===== src/rtl/cmd_frame_tx.sv =====
// ASCII command-frame transmitter: serialises "XPSD" + dir + layer + '0' + slot
// onto a UART byte interface with a start/done handshake, optional inter-byte gap and timeout.
module cmd_frame_tx #(
    parameter int GAP_CYCLES     = 0,
    parameter int TIMEOUT_CYCLES = 50000,
    parameter int CNT_W          = 16
) (
    input  logic       clk,
    input  logic       rst_n,
    input  logic       cmd_valid,
    input  logic       cmd_dir,
    input  logic [1:0] cmd_layer,
    input  logic [1:0] cmd_slot,
    output logic       cmd_ready,
    output logic [7:0] tx_data,
    output logic       tx_start,
    input  logic       tx_done,
    output logic       busy,
    output logic       frame_done,
    output logic       frame_err
);

    typedef enum logic [2:0] {
        ST_IDLE,
        ST_SEND,
        ST_WAIT,
        ST_GAP,
        ST_DONE,
        ST_ERR
    } state_t;

    // Counter compare points: WAIT spends TIMEOUT_CYCLES-1 clocks before aborting.
    localparam logic [CNT_W-1:0] TO_LAST  = CNT_W'(TIMEOUT_CYCLES - 2);
    localparam logic [CNT_W-1:0] GAP_LAST = CNT_W'(GAP_CYCLES - 1);

    state_t           state, state_n;
    logic [2:0]       idx, idx_n;
    logic [CNT_W-1:0] cnt, cnt_n;
    logic             dir_q, dir_n;
    logic [1:0]       layer_q, layer_n;
    logic [1:0]       slot_q, slot_n;
    logic [7:0]       tx_data_n;

    function automatic logic [7:0] frame_byte(input logic [2:0] i, input logic d,
                                              input logic [1:0] l, input logic [1:0] s);
        case (i)
            3'd0:    return 8'h58;
            3'd1:    return 8'h50;
            3'd2:    return 8'h53;
            3'd3:    return 8'h44;
            3'd4:    return d ? 8'h46 : 8'h53;
            3'd5:    return 8'h41 + {6'd0, l};
            3'd6:    return 8'h30;
            default: return 8'h31 + {6'd0, s};
        endcase
    endfunction

    always_comb begin
        state_n = state;
        idx_n   = idx;
        cnt_n   = cnt;
        dir_n   = dir_q;
        layer_n = layer_q;
        slot_n  = slot_q;
        case (state)
            ST_IDLE: begin
                if (cmd_valid) begin
                    dir_n   = cmd_dir;
                    layer_n = cmd_layer;
                    slot_n  = cmd_slot;
                    idx_n   = '0;
                    state_n = ST_SEND;
                end
            end
            ST_SEND: begin
                cnt_n   = '0;
                state_n = ST_WAIT;
            end
            ST_WAIT: begin
                if (tx_done) begin
                    cnt_n = '0;
                    if (idx == 3'd7) begin
                        state_n = ST_DONE;
                    end else begin
                        idx_n   = idx + 3'd1;
                        state_n = (GAP_CYCLES == 0) ? ST_SEND : ST_GAP;
                    end
                end else begin
                    cnt_n = cnt + 1'b1;
                    if (cnt == TO_LAST) state_n = ST_ERR;
                end
            end
            ST_GAP: begin
                cnt_n = cnt + 1'b1;
                if (cnt == GAP_LAST) state_n = ST_SEND;
            end
            default: begin
                idx_n   = '0;
                dir_n   = 1'b0;
                layer_n = '0;
                slot_n  = '0;
                state_n = ST_IDLE;
            end
        endcase
    end

    // Outputs are registered from the next state, so each is high for the whole state cycle.
    always_comb begin
        tx_data_n = tx_data;
        if (state_n == ST_SEND) tx_data_n = frame_byte(idx_n, dir_n, layer_n, slot_n);
    end

    always_ff @(posedge clk) begin
        if (!rst_n) begin
            state      <= ST_IDLE;
            idx        <= '0;
            cnt        <= '0;
            dir_q      <= 1'b0;
            layer_q    <= '0;
            slot_q     <= '0;
            cmd_ready  <= 1'b1;
            tx_data    <= '0;
            tx_start   <= 1'b0;
            busy       <= 1'b0;
            frame_done <= 1'b0;
            frame_err  <= 1'b0;
        end else begin
            state      <= state_n;
            idx        <= idx_n;
            cnt        <= cnt_n;
            dir_q      <= dir_n;
            layer_q    <= layer_n;
            slot_q     <= slot_n;
            cmd_ready  <= (state_n == ST_IDLE);
            tx_data    <= tx_data_n;
            tx_start   <= (state_n == ST_SEND);
            busy       <= (state_n != ST_IDLE);
            frame_done <= (state_n == ST_DONE);
            frame_err  <= (state_n == ST_ERR);
        end
    end

endmodule


===== config.mk =====
export PLATFORM = sky130hd
export DESIGN_NAME = cmd_frame_tx
export DESIGN_NICKNAME = d
export VERILOG_FILES = /design/src/rtl/cmd_frame_tx.sv
export SDC_FILE = /design/constraint.sdc
export NUM_CORES = 1
export LEC_CHECK = 0
export ABC_AREA = 1
export BUFFER_PORTS_ARGS = -buffer_cell sky130_fd_sc_hd__buf_2
export CAP_MARGIN = 40
export CORE_MARGIN = 1.5
export CORE_UTILIZATION = 35
export CTS_BUF_LIST = sky130_fd_sc_hd__clkbuf_4 sky130_fd_sc_hd__clkbuf_8
export DETAILED_ROUTE_END_ITERATION = 8
export MAX_ROUTING_LAYER = met4
export PLACE_DENSITY = 0.63
export SYNTH_ARGS = -nofsm -noshare
export SYNTH_HDL_FRONTEND = slang
export SYNTH_SLANG_ARGS = --single-unit

===== constraint.sdc =====
create_clock -name clk -period 6.56 [get_ports clk]
set_input_delay 1.968 -clock clk [delete_from_list [all_inputs] [get_ports clk]]
set_output_delay 1.968 -clock clk [all_outputs]
set_load 0.02 [all_outputs]

### Word-level counts from Yosys, hierarchy flattened

Cells that the tools add are included.

| storage, ports and cells | value |
|---|---|
| flip-flop bits (word level) | 40 |
| bits in latches | 0 |
| memories | 0 |
| bits of input ports | 9 |
| word-level logic and storage cells | 58 |
| bits in read-only memories | 0 |
| memory bits (writable) | 0 |
| output and inout bits | 13 |

| cells by class | value |
|---|---|
| divide/modulo/power cells | 0 |
| reduce and logical (&&, ||, !) cells | 7 |
| magnitude comparators | 0 |
| equal/unequal tests | 15 |
| add/subtract/negate cells | 4 |
| multipliers | 0 |
| mux-type cells | 20 |
| shifts and indexed selects | 0 |
| bitwise gates (word level) | 0 |

Operators by type and width:

| cell | number |
|---|---|
| $pmux 8 s7 | 1 |
| $pmux 16 s3 | 1 |
| $eq 16x16->1 const B | 2 |
| $mux 3 | 8 |
| $eq 3x3->1 const B | 6 |
| $add 16x1->16 const B | 1 |
| $mux 16 | 1 |
| $eq 3x2->1 const B | 4 |
| $pmux 3 s4 | 1 |
| $eq 3x1->1 const B | 3 |
| $logic_not 3->1 | 3 |
| $pmux 3 s3 | 1 |
| $add 7x2->8 const A | 1 |
| $pmux 2 s2 | 2 |
| $add 6x2->7 const A | 1 |
| $reduce_bool 3->1 | 2 |
| $mux 5 | 1 |
| $mux 2 | 2 |
| $add 3x1->3 const B | 1 |
| $reduce_or 3->1 | 1 |
| $pmux 1 s2 | 1 |
| $reduce_or 2->1 | 1 |
| $mux 1 | 1 |

### Longest topological paths before layout

Gate-level depths: netlist (run 1).

| depth | value |
|---|---|
| word-level depth | 6 |
| gate-level depth with buffers | 16 |
| gate-level depth less buffers | 16 |

### Worst setup path before layout (run 1)

No wires, ideal clock.

| path | value |
|---|---|
| kind | input -> register |
| start | input port cmd_valid |
| end | register tx_data[1] |
| slack | 2937 ps |
| setup time | 112 ps |
| arrival | 3512 ps |
| stages on the path | 15 |
| data required time | 6448 ps |
| buffers on the path | 1 |
| cell sequence | clkbuf_2 -> inv_1 -> nand3_1 -> nand2_1 -> nand2_1 -> nand2_1 -> nor2_2 -> inv_2 -> nor2_1 -> o21ai_0 -> ha_1 -> nand2_1 -> o211ai_1 -> nor2_1 -> nor2_1 |

| on the way | value |
|---|---|
| cells in the longest elaborated chain, start to end | 4 |
| elaborated cells on any way between the ends | 19 |
| those cells by class | add/sub: 2; eq/ne: 7; mux: 9; reduce/logical: 1 |

RTL lines:

| what | RTL line | RTL |
|---|---|---|
| start, declared | 10 | `input logic cmd_valid,` |
| $mux 2 / $mux 3 (equally long branches) | 67 | `if (cmd_valid) begin` |
| $pmux 2 s2 / $pmux 3 s3 (equally long branches) | 65 | `case (state)` |
| $add 7x2->8 (tied with other cells) | 52 | `3'd5: return 8'h41 + {6'd0, l};` |
| $pmux 8 s7 | 46 | `case (i)` |
| end signal, assigned | 135 | `tx_data <= tx_data_n;` |
| end, declared | 15 | `output logic [7:0] tx_data,` |

Several ways; a longest one is shown, not always the timed one.
A chain may end at the register's enable or synchronous reset.

### Final worst setup path (run 1)

Ends and elaborated chain as after synthesis.

==> results of run 1 <==
## synth_stat cells, types with 2 or more instances
library cell	count
sky130_fd_sc_hd__nor3_1	6
sky130_fd_sc_hd__inv_1	42
sky130_fd_sc_hd__dfxtp_1	39
sky130_fd_sc_hd__a211oi_1	2
sky130_fd_sc_hd__nand3_1	22
sky130_fd_sc_hd__xor2_1	2
sky130_fd_sc_hd__nor2_2	4
sky130_fd_sc_hd__inv_2	6
sky130_fd_sc_hd__ha_1	4
sky130_fd_sc_hd__buf_4	2
sky130_fd_sc_hd__a32o_1	2
sky130_fd_sc_hd__o21ai_0	8
sky130_fd_sc_hd__nand2_1	72
sky130_fd_sc_hd__nand4_1	9
sky130_fd_sc_hd__buf_2	3
sky130_fd_sc_hd__o21a_1	2
sky130_fd_sc_hd__o21ai_1	3
sky130_fd_sc_hd__nor2_1	41
sky130_fd_sc_hd__a21oi_1	16
sky130_fd_sc_hd__nand2_2	5
## stage by stage
step | setup slack [ns] | hold slack, ns | total power, mW
2_1_floorplan | 2.94 | 0.459 | 0.335
3_3_place_gp | 2.82 | 0.457 | 0.356
3_5_place_dp | 2.70 | 0.456 | 0.357
4_1_cts | 3.01 | 0.467 | 0.539
5_1_grt | 2.80 | 0.486 | 0.565
6_report | 2.99 | 0.467 | 0.531
## area by class of cell
type,instances,share of cell area
multi-input combinational,207,0.445
sequential,39,0.345
inverter,48,0.0797
clock buffer,8,0.0459
timing repair buffer,20,0.0443
tap,72,0.0398
## path summary, 6_finish.rpt
path                            startpoint          to  slack (ns)  cells after the start
worst max-delay path             cmd_valid  tx_data[1]        2.99                     15
worst max register to register    state[0]  tx_data[1]        4.18                     14
worst min-delay path            tx_data[6]  tx_data[6]        0.47                      2
worst min register to register  tx_data[6]  tx_data[6]        0.47                      2
## metal layers
layer	up-vias	wire length, um	track usage
met1	822	2020	0.181
met2	29	1880	0.247
met5	-	0	-
met3	4	146	0.0356
li1	996	-	-
met4	0	34	0.0482
## where the power goes
part,internal (mW),switching (mW),leakage (nW)
Sequential,0.250,0.00787,0.318
Clock,0.100,0.0802,0.0549
Combinational,0.0298,0.0627,0.648
Total,0.380,0.151,1.02
## sequential cells by signal (all words and copies together), names as in the netlist
name	count
state	3
frame_done	1
cmd_ready	1
cnt	16
busy	1
frame_err	1
tx_data	7
idx	3
slot_q	2
dir_q	1
layer_q	2
tx_start	1
## critical path: stages
cell and delay, ns:
sky130_fd_sc_hd__buf_2 0.15, sky130_fd_sc_hd__inv_1 0.08, sky130_fd_sc_hd__nand3_1 0.11, sky130_fd_sc_hd__nand2_1 0.07, sky130_fd_sc_hd__nand2_1 0.08, sky130_fd_sc_hd__nand2_1 0.14, sky130_fd_sc_hd__nor2_2 0.19, sky130_fd_sc_hd__inv_2 0.07
sky130_fd_sc_hd__nor2_1 0.16, sky130_fd_sc_hd__o21ai_0 0.13, sky130_fd_sc_hd__ha_1 0.30, sky130_fd_sc_hd__nand2_1 0.08, sky130_fd_sc_hd__o211ai_1 0.08, sky130_fd_sc_hd__nor2_1 0.10, sky130_fd_sc_hd__nor2_1 0.04
## kinds of logic (layout without fill, tap and decap cells)
logic type      after synthesis  count (layout)  synth area share
flops                        39              39             0.389
simple gates                163             163             0.359
compound gates               37              37             0.107
xor+xnor                      2               2           0.00874
fa+ha+maj                     4               4            0.0250
other cells                   1               1           0.00187
buf+inv                      55              76             0.109
==> metrics.sh, run 1 <==
STATUS='complete, no violations'
COREAREA_UM2=5510
REQUIRED_NS=6.75
POWER.DENSITY_nW_PER_UM2=235
TRACK_USAGE=0.150
CLOCK_TREE.BUFFER_DEPTH=2
SYN-INSTANCE-COUNT=301
POST-SYNTH-TOP-AREA-CELL='sky130_fd_sc_hd__dfxtp_1'
GRT.OVERFLOW.TOTAL=0
CHIPWIDTH_UM=78.7
SYNTH_AREA_LEADERS='sky130_fd_sc_hd__dfxtp_1 39%, sky130_fd_sc_hd__nand2_1 13%, sky130_fd_sc_hd__inv_1 7.9%'
GRT_ANTENNA_BEFORE_REPAIR=0
POST-CTS-SETUP-BUFFER-COUNT=0
POST_ROUTE_CELLS_DRIVE_ABOVE_1_SHARE=0.149
FIN_SKEW_NS=0.00671
NUMBER_OF_SLEW_LIMIT_VIOLATIONS_IN_THE_FINAL_REPORT=0
DETAILEDROUTE.FIRSTPASSITERATIONCOUNT=5
MAPPEDNETLISTAREA_UM2=2010
SETUP.WORST_PATH.CLASS='primary input to register'
WORST_EP_ARRIVAL_TIME_NS=3.76
FIRST_GLOBAL_VIAS=1715
PLACED_CELL_AREA_UM2=2160
MULTI_INPUT_COMB_AREA_UM2=1010
DRV.MAX_CAP_VIOLATION_COUNT=0
POST-SYNTH-TOP-AREA-FRACTION=0.389
FINAL.MIN_CLOCK_PERIOD_NS=3.57
CTS_ROOT_BUF='sky130_fd_sc_hd__clkbuf_8'
SYNTH_WARNINGS=0
GLOBAL_ROUTE_WIRE_LENGTH_BEFORE_REPAIR_MM=7.22
SYNTH_SEQ_AREA_SHARE=0.389
ROWS=27
POST_CTS.RESIZED_INSTANCES=0
LAYOUT_COMMONEST_CELL='sky130_fd_sc_hd__nand2_1'
YOSYS_REGISTER_BITS=39
IR_WORST_VDD_V=0.000114
DRC=0
NUMBER_OF_NETS_IN_THE_LAYOUT=334
OVERALL_VIA_COUNT_FROM_DETAIL_ROUTE=1851
DETAIL_ROUTE.ITER0.VIOLATIONS=95
SETUP_TOTAL_NEGATIVE_SLACK_NS=0
DESIGN.DIE.AREA_UM2=6190
INITIAL_UTILIZATION=0.364
CLKLATENCYLATEPIN_NS=0.29
BOUNDARYPINS=22
CTS_TREE='yes'
ANTENNA_CELLS_INSERTED=0
CLOCK_SINKS=39
LAYOUT_COMMON_CELLS='72 x sky130_fd_sc_hd__nand2_1, 42 x sky130_fd_sc_hd__inv_1, 41 x sky130_fd_sc_hd__nor2_1'
FINAL-SETUP-VIOL-COUNT=0
DIE_HEIGHT_UM=78.7
MAX_CLOCK_FREQ_MHz=280
NUMPORTBUFFERS=20
NETLIST-CELL-TYPE-COUNT=31
LARGEST_NET_DEGREE_AT_THE_START_OF_GLOBAL_ROUTING=15
GLOBALPLACE.CONGESTION=0.825
AREAGROWTHSYNTHTOFINISH_PCT=12.7
CTS_MADE_BUFFERS=5
FINISH.UTILIZATION=0.411
DRT-TOTAL-WL_MM=4.07
WORSTSETUPSTARTPOINTTYPE='primary input'
NUMBER_OF_FLOPS_MAPPED_TO_ENABLE_CELLS_BY_YOSYS=0
DETAIL_ROUTE.VIAS_PER_CELL=4.70
SETUP_REPAIR_AFTER_GLOBAL_ROUTING_MISSED_ITS_MARGIN='no'
AVG_INST_SIZE_SYNTH_UM2=6.66
ENDPOINT_CLASS_OF_THE_CRITICAL_PATH='register'
LAYOUT.CELL_AREA.NON_FILLER_UM2=2260
CTS_HOLD_REPAIR.BUFFERS=0
TOTAL_LEAKAGE_POWER_nW=1.02
HOLD_PATH_CLASS='register to register'
FINALNONFILLERCELLS=394
CLOCK_TRANSITION_TIME_AT_THE_FLIP_FLOP_CLOCK_PINS_OF_THE_WORST_SETUP_AND_HOLD_PATHS_NS=0.08
HTREE_NUM_LEVELS=2
DRT-WIRELENGTH-PER-CELL_UM=10.3
POSTSYNTHNETCOUNT=314
FILLERINSTANCES=600
POST-DP-HPWL_MM=3.18
CRITPATHMAXFANOUT=8
FINAL_ANTENNA_NET_COUNT=0
FINAL.PERIOD_UTILIZATION=0.544
PLACE_INST=386
COUNT_OF_FINAL_HOLD_CHECK_VIOLATIONS=0
YOSYS_MOST_USED_DFF='sky130_fd_sc_hd__dfxtp_1'
SEQUENTIAL_CELL_AREA_UM2=781
SYNTH_ASYNC_SR_FLOP_SHARE=0
No activity file was read; power rests on OpenSTA's default activity.
==> run 2: changes to the inputs <==
--- a/config.mk
+++ b/config.mk
@@ -5,7 +5,7 @@
 export SDC_FILE = /design/constraint.sdc
 export NUM_CORES = 1
 export LEC_CHECK = 0
-export ABC_AREA = 1
+export ABC_AREA = 0
 export BUFFER_PORTS_ARGS = -buffer_cell sky130_fd_sc_hd__buf_2
 export CAP_MARGIN = 40
 export CORE_MARGIN = 1.5
==> constraint.sdc (replaced) <==
create_clock -name clk -period 3.5 [get_ports clk]
set_input_delay 1.05 -clock clk [delete_from_list [all_inputs] [get_ports clk]]
set_output_delay 1.05 -clock clk [all_outputs]
set_load 0.02 [all_outputs]
==> run 2 against run 1 <==
Effect of this change:
- total power is 80% higher
- die area is 5.8% lower
- global-route usage is 0.64 points lower
- clock power is 89% higher
- largest cell class unchanged
- non-clock buffer count is 4 higher
- sequential share of layout area is 1.9 points higher
- sequential power is 86% higher
==> metrics.sh, run 2 <==
STATUS='complete, no violations'  # unchanged
WORST_EP_ARRIVAL_TIME_NS=3.25  # was 3.76 ns
CTS_ROOT_BUF='sky130_fd_sc_hd__clkbuf_8'  # unchanged
GRT_ANTENNA_BEFORE_REPAIR=0  # unchanged
YOSYS_REGISTER_BITS=39  # unchanged
POST-CTS-SETUP-BUFFER-COUNT=0  # unchanged
LARGEST_NET_DEGREE_AT_THE_START_OF_GLOBAL_ROUTING=17  # was 15
POST-SYNTH-TOP-AREA-FRACTION=0.414  # was 0.389
FINAL-SETUP-VIOL-COUNT=0  # unchanged
DRT-TOTAL-WL_MM=3.76  # was 4.07 mm
NUMPORTBUFFERS=20  # unchanged
YOSYS_MOST_USED_DFF='sky130_fd_sc_hd__dfxtp_1'  # unchanged
CTS_MADE_BUFFERS=5  # unchanged
SYNTH.CELLS.MOST_FREQUENT='39 x sky130_fd_sc_hd__dfxtp_1, 31 x sky130_fd_sc_hd__nor2_1, 13 x sky130_fd_sc_hd__xor2_1, 10 x sky130_fd_sc_hd__nor3_1'  # was 72 x sky130_fd_sc_hd__nand2_1, 42 x sky130_fd_sc_hd__inv_1, 41 x sky130_fd_sc_hd__nor2_1, 39 x sky130_fd_sc_hd__dfxtp_1, 22 x sky130_fd_sc_hd__nand3_1
FINAL_ANTENNA_NET_COUNT=0  # unchanged
GLOBAL_ROUTE_WIRE_LENGTH_BEFORE_REPAIR_MM=6.62  # was 7.22 mm
CLOCK_SINKS=39  # unchanged
FINISH.UTILIZATION=0.417  # was 0.411
CTS_TREE='yes'  # unchanged
CRIT_PATH_CELL_TRACE='buf_2, a21boi_4, or4b_4, a31oi_4, nand3_2, mux2_4, nor2_2, ha_1, nand3_1, o211ai_1, o211a_1'  # was buf_2, inv_1, nand3_1, nand2_1, nand2_1, nand2_1, nor2_2, inv_2, nor2_1, o21ai_0, ha_1, nand2_1, o211ai_1, nor2_1, nor2_1
TOTAL_LEAKAGE_POWER_nW=0.878  # was 1.02 nW
NETLIST-CELL-TYPE-COUNT=53  # was 31
NUMBER_OF_FLOPS_MAPPED_TO_ENABLE_CELLS_BY_YOSYS=0  # unchanged
CLKLATENCYLATEPIN_NS=0.29  # about the same
FINAL.PERIOD_UTILIZATION=0.875
REG.LARGEST.LIST='cnt (16), tx_data (7)'  # unchanged
POWER_FRAC_COMB=0.141  # was 0.174
NUMBER_OF_SLEW_LIMIT_VIOLATIONS_IN_THE_FINAL_REPORT=0  # unchanged
TRACK_USAGE=0.144  # was 0.150
CRITPATHMAXFANOUT=7  # was 8
FIN_SKEW_NS=0.00831  # was 0.00671 ns
DRV.MAX_CAP_VIOLATION_COUNT=0  # unchanged
DIE_HEIGHT_UM=76.4  # was 78.7 um
CHIPWIDTH_UM=76.4  # was 78.7 um
TOP_REGISTER='cnt'  # unchanged
POST_ROUTE_CELLS_DRIVE_ABOVE_1_SHARE=0.209  # was 0.149
CLOCK_TREE.BUFFER_DEPTH=2  # unchanged
WORST_PATH_BUFS_INVS=1  # was 3
FIRST_GLOBAL_VIAS=1478  # was 1715
SYNTH_ASYNC_SR_FLOP_SHARE=0  # unchanged
AVG_INST_SIZE_SYNTH_UM2=9.10  # was 6.66 um^2
HTREE_NUM_LEVELS=2  # unchanged
DRC=0  # unchanged
SYN-INSTANCE-COUNT=207  # was 301
POSTSYNTHNETCOUNT=220  # was 314
ROWS=26  # was 27
AREAGROWTHSYNTHTOFINISH_PCT=13.7  # was 12.7%
POST_CTS.RESIZED_INSTANCES=0  # unchanged
TIGHTESTPINTRANSITION_NS=0.642
CRITICAL-PATH-MAX-STAGE-DELAY_NS=0.52  # was 0.30 ns
NUMBER_OF_FLIP_FLOPS_UNDER_THE_LARGEST_REGISTER_NAME=16  # unchanged
SYNTH_AREA_LEADERS='sky130_fd_sc_hd__dfxtp_1 41%, sky130_fd_sc_hd__nor2_1 6.2%, sky130_fd_sc_hd__xor2_1 6.0%'  # was sky130_fd_sc_hd__dfxtp_1 39%, sky130_fd_sc_hd__nand2_1 13%, sky130_fd_sc_hd__inv_1 7.9%
DETAIL_ROUTE.ITER0.VIOLATIONS=49  # was 95
CRITICAL_PATH.TOP_DELAY_FAMILY='simple AND/OR/NAND/NOR gates'  # unchanged
SHARE_CLK_OF_TOTAL_POWER=0.357  # was 0.339
POWER.NET_SWITCHING_mW=0.249  # was 0.151 mW
COUNT_OF_FINAL_HOLD_CHECK_VIOLATIONS=0  # unchanged
CRITICAL_PATH.SLOWEST_CELL='sky130_fd_sc_hd__or4b_4'  # was sky130_fd_sc_hd__ha_1
SETUP_TOTAL_NEGATIVE_SLACK_NS=0  # unchanged
COREAREA_UM2=5140  # was 5510 um^2
NETSWITCHINGFRACTION=0.261  # was 0.284
P_INT_mW=0.706  # was 0.380 mW
LAYOUT_COMMON_CELLS='39 x sky130_fd_sc_hd__dfxtp_1, 31 x sky130_fd_sc_hd__nor2_1, 20 x sky130_fd_sc_hd__buf_2'  # was 72 x sky130_fd_sc_hd__nand2_1, 42 x sky130_fd_sc_hd__inv_1, 41 x sky130_fd_sc_hd__nor2_1
POST-SYNTH-TOP-AREA-CELL='sky130_fd_sc_hd__dfxtp_1'  # unchanged
WORSTSETUPSTARTPOINTTYPE='primary input'  # unchanged
DETAIL_ROUTE.VIAS_PER_CELL=5.04  # was 4.70
PRECTSSETUPSLACK_NS=0.121  # was 2.70 ns
ANTENNA_CELLS_INSERTED=0  # unchanged
CTS_HOLD_REPAIR.BUFFERS=0  # unchanged
DETAILEDROUTE.FIRSTPASSITERATIONCOUNT=4  # was 5
DRT-WIRELENGTH-PER-CELL_UM=12.5  # was 10.3 um
DESIGN.DIE.AREA_UM2=5830  # was 6190 um^2
GLOBALPLACE.CONGESTION=0.806  # was 0.825
SETUP.WORST_PATH.CLASS='primary input to register'  # unchanged
CLOCK_TRANSITION_TIME_AT_THE_FLIP_FLOP_CLOCK_PINS_OF_THE_WORST_SETUP_AND_HOLD_PATHS_NS=0.08  # about the same
FINALWORSTSETUPSLACK_NS=0.438  # was 2.99 ns
INITIAL_UTILIZATION=0.367  # was 0.364
OVERALL_VIA_COUNT_FROM_DETAIL_ROUTE=1512  # was 1851
P_SEQ_FRAC=0.503  # was 0.486
POWER.DENSITY_nW_PER_UM2=446  # was 235 nW/um^2
MAPPEDNETLISTAREA_UM2=1880  # was 2010 um^2
BOUNDARYPINS=22  # unchanged
TIMING.MAX_SLEW.REL_SLACK=0.569
SYNTH_SEQ_AREA_SHARE=0.414  # was 0.389
SYNTH_MOST_COMMON_CELL='sky130_fd_sc_hd__dfxtp_1'  # was sky130_fd_sc_hd__nand2_1
FINAL.MIN_CLOCK_PERIOD_NS=3.06
SETUP_REPAIR_AFTER_GLOBAL_ROUTING_MISSED_ITS_MARGIN='no'  # unchanged
IR_WORST_VDD_V=0.000209  # was 0.000114 V
SYNTH_WARNINGS=0  # unchanged
REQUIRED_NS=3.69  # was 6.75 ns
LAYOUT_COMMONEST_CELL='sky130_fd_sc_hd__dfxtp_1'  # was sky130_fd_sc_hd__nand2_1
POST-DP-HPWL_MM=2.74  # was 3.18 mm
FILLERINSTANCES=549  # was 600
HOLD_PATH_CLASS='register to register'  # unchanged
NUMBER_OF_NETS_IN_THE_LAYOUT=242  # was 334
MAX_CLOCK_FREQ_MHz=327
GRT.OVERFLOW.TOTAL=0  # unchanged
ENDPOINT_CLASS_OF_THE_CRITICAL_PATH='register'  # unchanged
==> run 2: routing by layer <==
metal,vias up,track usage,part of all wire
met4,0,0.0537,0.018
met3,11,0.0383,0.037
met2,32,0.237,0.48
met5,-,-,0
met1,702,0.167,0.47
li1,767,-,-
==> run 2: path summary, 6_finish.rpt <==
path,start,endpoint,cells after the start,slack (ns)
setup / recovery,tx_done,tx_data[1],11,0.44
hold / removal,tx_data[4],tx_data[4],2,0.48
setup reg to reg,idx[0],tx_data[1],11,0.74
hold reg to reg,tx_data[4],tx_data[4],2,0.48
==> run 2: cell families after synthesis <==
kind of cell | after synthesis | share of synthesized area
other | 1 | 0.00199
and+or+nand+nor | 89 | 0.257
DFF | 39 | 0.414
AOI/OAI and AO/OA | 35 | 0.137
xor gates and xnor gates | 15 | 0.0697
muxes | 8 | 0.0458
buffers and inverters | 16 | 0.0471
adders and majority gates | 4 | 0.0266
==> run 2: power groups by stage <==
| stage | Clock [mW] | Combinational (mW) | Sequential (mW) |
|---|---|---|---|
| 2_1_floorplan | 0 | 0.0878 | 0.501 |
| 3_5_place_dp | 0 | 0.136 | 0.491 |
| 5_1_grt | 0.373 | 0.150 | 0.483 |
| 6_report | 0.341 | 0.134 | 0.480 |
| 4_1_cts | 0.350 | 0.136 | 0.480 |
| 3_3_place_gp | 0 | 0.135 | 0.490 |
==> run 2: final cells by class <==
cell class | instances | area, um^2 | share of cell area
sequential | 39 | 781 | 0.364
clock buffer | 8 | 104 | 0.0485
timing repair buffer | 24 | 130 | 0.0607
multi-input combinational | 152 | 1010 | 0.473
inverter | 7 | 26.3 | 0.0123
tap | 70 | 87.6 | 0.0409
==> run 2: stage by stage <==
step	hold WS (ns)	instances	cell area [um^2]	total power, mW
global placement	0.462	292	2040	0.625
finish	0.480	300	2140	0.955
detailed placement	0.468	292	2040	0.626
CTS	0.477	300	2140	0.967
floorplan	0.471	207	1880	0.589
global route	0.513	300	2140	1.01
==> run 2: worst reg2reg max path: cells and delay by family, from the launching register on <==
| kind | cells | cell delay (ns) |
|---|---|---|
| compound gates | 4 | 0.75 |
| mux | 1 | 0.32 |
| flops | 1 | 0.34 |
| simple gates | 4 | 0.79 |
| fa+ha+maj | 2 | 0.48 |
